==> config.mk <==
export PLATFORM = sky130hd
export DESIGN_NAME = meas_ascii_formatter
export DESIGN_NICKNAME = d
export VERILOG_FILES = /design/src/rtl/meas_ascii_formatter.sv
export SDC_FILE = /design/constraint.sdc
export NUM_CORES = 1
export LEC_CHECK = 0
export CORE_ASPECT_RATIO = 0.75
export CORE_UTILIZATION = 47
export DETAILED_ROUTE_END_ITERATION = 8
export PLACE_DENSITY = 0.81
export SETUP_SLACK_MARGIN = 0.15
export SKIP_LAST_GASP = 1
export SYNTH_ARGS = -nofsm -noshare
export SYNTH_HDL_FRONTEND = slang
export SYNTH_SLANG_ARGS = --single-unit
==> constraint.sdc <==
create_clock -name clk -period 1.6 [get_ports clk]
set_input_delay 0.16 -clock clk [delete_from_list [all_inputs] [get_ports clk]]
set_output_delay 0.16 -clock clk [all_outputs]
set_load 0.01 [all_outputs]
==> src/rtl/meas_ascii_formatter.sv <==
// meas_ascii_formatter: signed mV sample to fixed-width ASCII frame ("+1.234V\n") for a UART
module meas_ascii_formatter #(
  parameter int VAL_W = 14,
  parameter int DIGITS = 4,
  parameter logic [7:0] UNIT_CHAR = 8'h56
) (
  input  logic                      clk,
  input  logic                      rst,
  input  logic [VAL_W-1:0]          value_i,
  input  logic                      value_valid_i,
  input  logic                      uart_busy_i,
  output logic [(DIGITS+4)*8-1:0]   char_array_o,
  output logic                      char_array_update_o,
  output logic                      busy_o,
  output logic                      ovf_o,
  output logic                      drop_o
);
  localparam int CHAR_NR = DIGITS + 4;
  localparam int BW = DIGITS * 4;
  localparam int CW = $clog2(VAL_W + 1);
  function automatic logic [63:0] pow10(input int n);
    logic [63:0] r;
    r = 64'd1;
    for (int i = 0; i < n; i++) r = r * 64'd10;
    return r;
  endfunction
  localparam logic [63:0] MAX_MAG = pow10(DIGITS) - 64'd1;
  function automatic logic [7:0] digit(input logic s, input logic [3:0] n);
    return {4'h3, s ? 4'd9 : n};
  endfunction
  typedef enum logic [1:0] {IDLE, CONV, FORMAT, WAIT_TX} state_t;
  state_t state_q, state_d;
  logic [VAL_W-1:0] mag_q, mag_in;
  logic [BW-1:0] bcd_q, bcd_adj;
  logic [CW-1:0] cnt_q;
  logic sign_q, sat_q, ret_q, ovf_q, cap, upd;
  logic [CHAR_NR*8-1:0] out_q, frame;
  assign mag_in = value_i[VAL_W-1] ? -value_i : value_i;
  // ret_q marks the first IDLE cycle after a handoff, which still counts as busy
  assign busy_o = state_q != IDLE || ret_q;
  assign cap = state_q == IDLE && value_valid_i && !ret_q && !rst;
  assign drop_o = value_valid_i && busy_o && !rst;
  assign char_array_update_o = upd;
  assign char_array_o = upd ? frame : out_q;
  assign ovf_o = upd ? sat_q : ovf_q;
  always_comb begin
    state_d = state_q == IDLE   ? (cap ? CONV : IDLE) :
              state_q == CONV   ? (cnt_q == CW'(1) ? FORMAT : CONV) :
              state_q == FORMAT ? WAIT_TX :
              (uart_busy_i ? WAIT_TX : IDLE);
    upd = state_q == WAIT_TX && !uart_busy_i && !rst;
    bcd_adj = bcd_q;
    for (int k = 0; k < DIGITS; k++)
      bcd_adj[4*k +: 4] = bcd_q[4*k +: 4] >= 4'd5 ? bcd_q[4*k +: 4] + 4'd3 : bcd_q[4*k +: 4];
    frame = '0;
    frame[8*CHAR_NR-1 -: 8] = sign_q ? 8'h2D : 8'h2B;
    frame[8*CHAR_NR-9 -: 8] = digit(sat_q, bcd_q[BW-1 -: 4]);
    frame[8*CHAR_NR-17 -: 8] = 8'h2E;
    for (int k = 0; k < DIGITS - 1; k++) frame[8*(k+2) +: 8] = digit(sat_q, bcd_q[4*k +: 4]);
    frame[15:8] = UNIT_CHAR;
    frame[7:0] = 8'h0A;
  end
  always_ff @(posedge clk) state_q <= rst ? IDLE : state_d;
  always_ff @(posedge clk) begin
    if (rst) begin
      out_q <= '0;
      ovf_q <= 1'b0;
      ret_q <= 1'b0;
      sign_q <= 1'b0;
      sat_q <= 1'b0;
      mag_q <= '0;
      bcd_q <= '0;
      cnt_q <= '0;
    end else begin
      ret_q <= upd;
      if (cap) begin
        sign_q <= value_i[VAL_W-1];
        mag_q <= mag_in;
        sat_q <= 64'(mag_in) > MAX_MAG;
        bcd_q <= '0;
        cnt_q <= CW'(VAL_W);
      end else if (state_q == CONV) begin
        bcd_q <= BW'({bcd_adj, mag_q[VAL_W-1]});
        mag_q <= mag_q << 1;
        cnt_q <= cnt_q - CW'(1);
      end
      if (upd) begin
        out_q <= frame;
        ovf_q <= sat_q;
      end
    end
  end
endmodule

==> results.md <==
- The highest-delay cell along the critical path is or3_4.
- At the later pin of the worst-skew pair, clock insertion delay measures 350 ps.
- The transition time at the pin with the least slew margin is 613 ps.
- The delay contributed by the slowest stage of the critical path is 410 ps.
- The via density per instance is 5.15.
- STA classifies the critical path startpoint as a flop.
- Global routing finished with a remaining overflow of 0.
- Sorting the synthesized cells by area gives the leading types as dfxtp_1 (47%), and2_1 (7.5%), nand2_1 (6.7%), nor2b_1 (4.4%), nand2b_1 (4.1%).
- During I/O placement, the number of pins put on the boundary was 86.
- Setup repair after global routing could not meet its margin everywhere.
- The number of instances in the synthesized netlist is 519.
- The first detailed-routing pass took 4 iterations.
- Synthesis inferred 104 register bits.
- The source of the worst register-to-register timing path is state_q[1]$_SDFF_PP0_.
- The initial antenna violation count is 0.
- In this run the critical register-to-register path is captured at out_q[49]$_SDFF_PP0_.
- The routed length per placed instance is 15.9 um.
- Measured in cells, the most critical reg-to-reg path has a length of 7.
- The number of global-route vias before repair is 4184.
- The number of slew-limit violations in the final report is 0.
- The vertical die dimension is 86.3 um.
- The area of the die is 0.00986 mm2.
- The tool flagged a number of max-cap violations equal to 0.
- The path type of the worst setup path is flop to output pin.
- After legalization and detailed placement, the total HPWL measured 7140 um.
- Setup violations remaining at the end of the flow were counted as 73.
- The number of placed cells counting well taps is 748.
- In this run the tightest slew margin relative to its limit is 59.1%.
- The clock tree from TritonCTS is yes.
- The final route contains 4138 vias.
- Of all nets on the critical path, the largest fanout is 4.
- Cells fill 76.3% of the core in the end.
- The synthesized net count is 548.
- The aggregate global-route resource usage is 25.6%.
- The area growth from synthesis to layout is 56.4%.
- For this run, the number of standard cells in the final layout without fillers is 803.
- Once detail routing completed, the nets flagged for antenna violations numbered 0.
- Of all cell types, the one taking the most synthesized area is dfxtp_1.
- The placement row count is 30.
- Across the routed clock network, the largest skew measured is 5.06 ps.
- The least setup slack across all paths after layout is -426 ps.
- The count of final hold-check violations was 0.
- Dividing the synthesized area by the synthesized cell count gives 8.57 um2.
- The total clock buffers created by CTS is 9.
- The launching element of the worst setup path is state_q[1]$_SDFF_PP0_.
- After synthesis, flip-flops and latches occupy 46.8% of the total area.
- The last element of the critical path is char_array_o[49].
- The routed design could run at a clock period as short as 2030 ps.
- The run finished, with violations left.
- Summed over its instances, the top area cell type makes up 46.8% of the synthesized netlist area.
- The pin count of the biggest net entering global routing is 64.
- Power spread over the standard cell area amounts to 810 mW/mm2.
- The critical path goes through nand2_4, or3_4, buf_6, or3_4, nand2_4, buf_6.
- The CTS root buffer is clkbuf_16.
- The number of distinct library cells after synthesis is 41.
- The arrival time reported for the critical path endpoint is 1870 ps.
- The clock-pin slew reported for the worst setup and hold paths after clock tree synthesis is 70 ps.
- The part of the cycle the worst path needs is 127%.
- Yosys printed 0 warnings.
- Port buffering added 85 buffers.
- For this design, the sink count on the clock tree is 104.
- The detailed router finished its first iteration with 274 violations.
- The overall routed net length is 12700 um.
- The first-pass GRT wire length is 19800 um.
- Cells with a size suffix above 1 make up 39.3% of the layout.
- Once placement finished, the instance area stood at 0.00585 mm2.
- STA puts the critical path data required time at 1440 ps.
- The total inserted antenna cells is 0.
- The number of hold buffers added after CTS was 0.
- The die extent in x is 114 um.
- Summed over all cells, the static leakage comes to 3.11 nW.
- The checks that failed: negative setup slack.
- The setup slack on the worst flop-to-flop path is -140 ps.
- The total area inside the core boundary comes to 0.00912 mm2.
- The area of the mapped netlist is 0.00445 mm2.
- The final net count is 699.
- The worst setup path is captured at an output pin.
- The starting utilization of the core area is 48.8%.
- For this run, design rule violations remaining after detail routing come to 0.
- The final design instance area without fill is 0.00696 mm2.
- The number of H-tree branching levels is 3.
- The peak supply drop is 0.000686 V.
- The overall power consumption is 5.63 mW.
- Derived from the worst setup path, the maximum achievable clock frequency is 0.494 GHz.
- In this run the worst hold path is classified as input port to flop.
- The routability congestion estimate from global placement is 0.816.
- The buffer depth of the longest clock path is 2.
-- cell type report --
cell class / count / area, um2
well taps: 128 / 160
flip-flops and latches: 104 / 2090
multi-input cells: 370 / 2710
repair buffers: 169 / 1640
inverters: 16 / 67.6
clock buffers: 10 / 250
clock inverters: 6 / 41.3
fillers: 598 / 2160
-- sequential cells by signal (all words and copies together), names as in the netlist --
signal / cells
out_q: 64
ret_q: 1
bcd_q: 16
state_q: 2
cnt_q: 4
ovf_q: 1
mag_q: 14
sign_q: 1
sat_q: 1
-- layout by cell type, fill, tap and decap left out, types with 19 or more instances in the layout --
master	count
a21oi_1	23
and2_1	34
and2_4	19
buf_2	21
buf_4	48
buf_6	39
dfxtp_1	101
dlygate4sd2_1	25
nand2_1	53
nand2b_1	21
nor2b_1	24
o21ai_0	21
-- layer usage --
layer | wire [um] | up-vias | track usage (%)
li1 | - | 2013 | -
met1 | 5310 | 1963 | 29.8
met2 | 6430 | 137 | 44.7
met3 | 780 | 25 | 7.20
met4 | 221 | 0 | 10.3
met5 | 0 | - | 0
-- worst max-delay path: cells and delay by family (launching register included) --
kind                   cells  cell delay [ps]
buffers and inverters      2              250
DFF                        1              360
and+or+nand+nor            4              920
-- power breakdown --
group          switching, mW  internal, mW  leakage, nW
sequential            0.0510          2.66        0.843
clock                  0.984          1.15        0.136
combinational          0.412         0.379         2.13
total                   1.45          4.19         3.11
-- cells by family after synthesis --
group | synth area share (%)
AND/OR/NAND/NOR | 29.3
flip-flops | 46.8
AO/OA/AOI/OAI | 12.0
buffers and inverters | 4.42
XOR/XNOR | 3.94
adder cells (fa/ha/maj) | 3.09
multiplexers | 0.450
-- how the worst min path moves through the flow --
stage / startpoint / to / slack (ps) / depth (start not counted)
after floorplan: value_i[0] / mag_q[0]$_SDFFE_PP0P_ / 350 / 2
after global placement: out_q[2]$_SDFF_PP0_ / out_q[2]$_SDFF_PP0_ / 430 / 1
after detailed placement: out_q[0]$_SDFF_PP0_ / out_q[0]$_SDFF_PP0_ / 440 / 1
after CTS: value_i[0] / mag_q[0]$_SDFFE_PP0P_ / 210 / 4
after global routing: value_i[0] / mag_q[0]$_SDFFE_PP0P_ / 220 / 4
final: value_i[0] / mag_q[0]$_SDFFE_PP0P_ / 210 / 4
-- what timing repair did --
item,CTS,global route
setup buffers,23,8
gates cloned,6,2
endpoints found under the setup margin,142,169
pin swaps,29,15
gates resized for setup,291,74
-- through the flow --
stage	setup slack [ps]	setup TNS [ps]	hold WS, ps
2_1_floorplan	30.6	0	345
3_3_place_gp	-773	-55960	434
3_5_place_dp	-840	-60750	435
6_report	-426	-21900	207
4_1_cts	-420	-21640	207
5_1_grt	-456	-26120	223
-- synthesized netlist by cell type (all sizes together) --
master,n
nand2b,29
nand3b,5
nand2,79
a22oi,2
xor2,8
inv,16
nand4b,1
o41ai,3
nor2,23
or2,3
o22ai,4
dfxtp,104
buf,10
o211a,1
a311oi,6
mux2i,2
nand4,1
or4,1
a31oi,3
xnor2,12
nor2b,31
nor4,2
nand3,6
a22o,1
clkbuf,20
and2,53
o31ai,5
a211oi,2
ha,11
or4b,1
a21oi,36
nor3,6
o21ai,26
or3,6
Note: power is estimated with default switching activity, not from simulation.
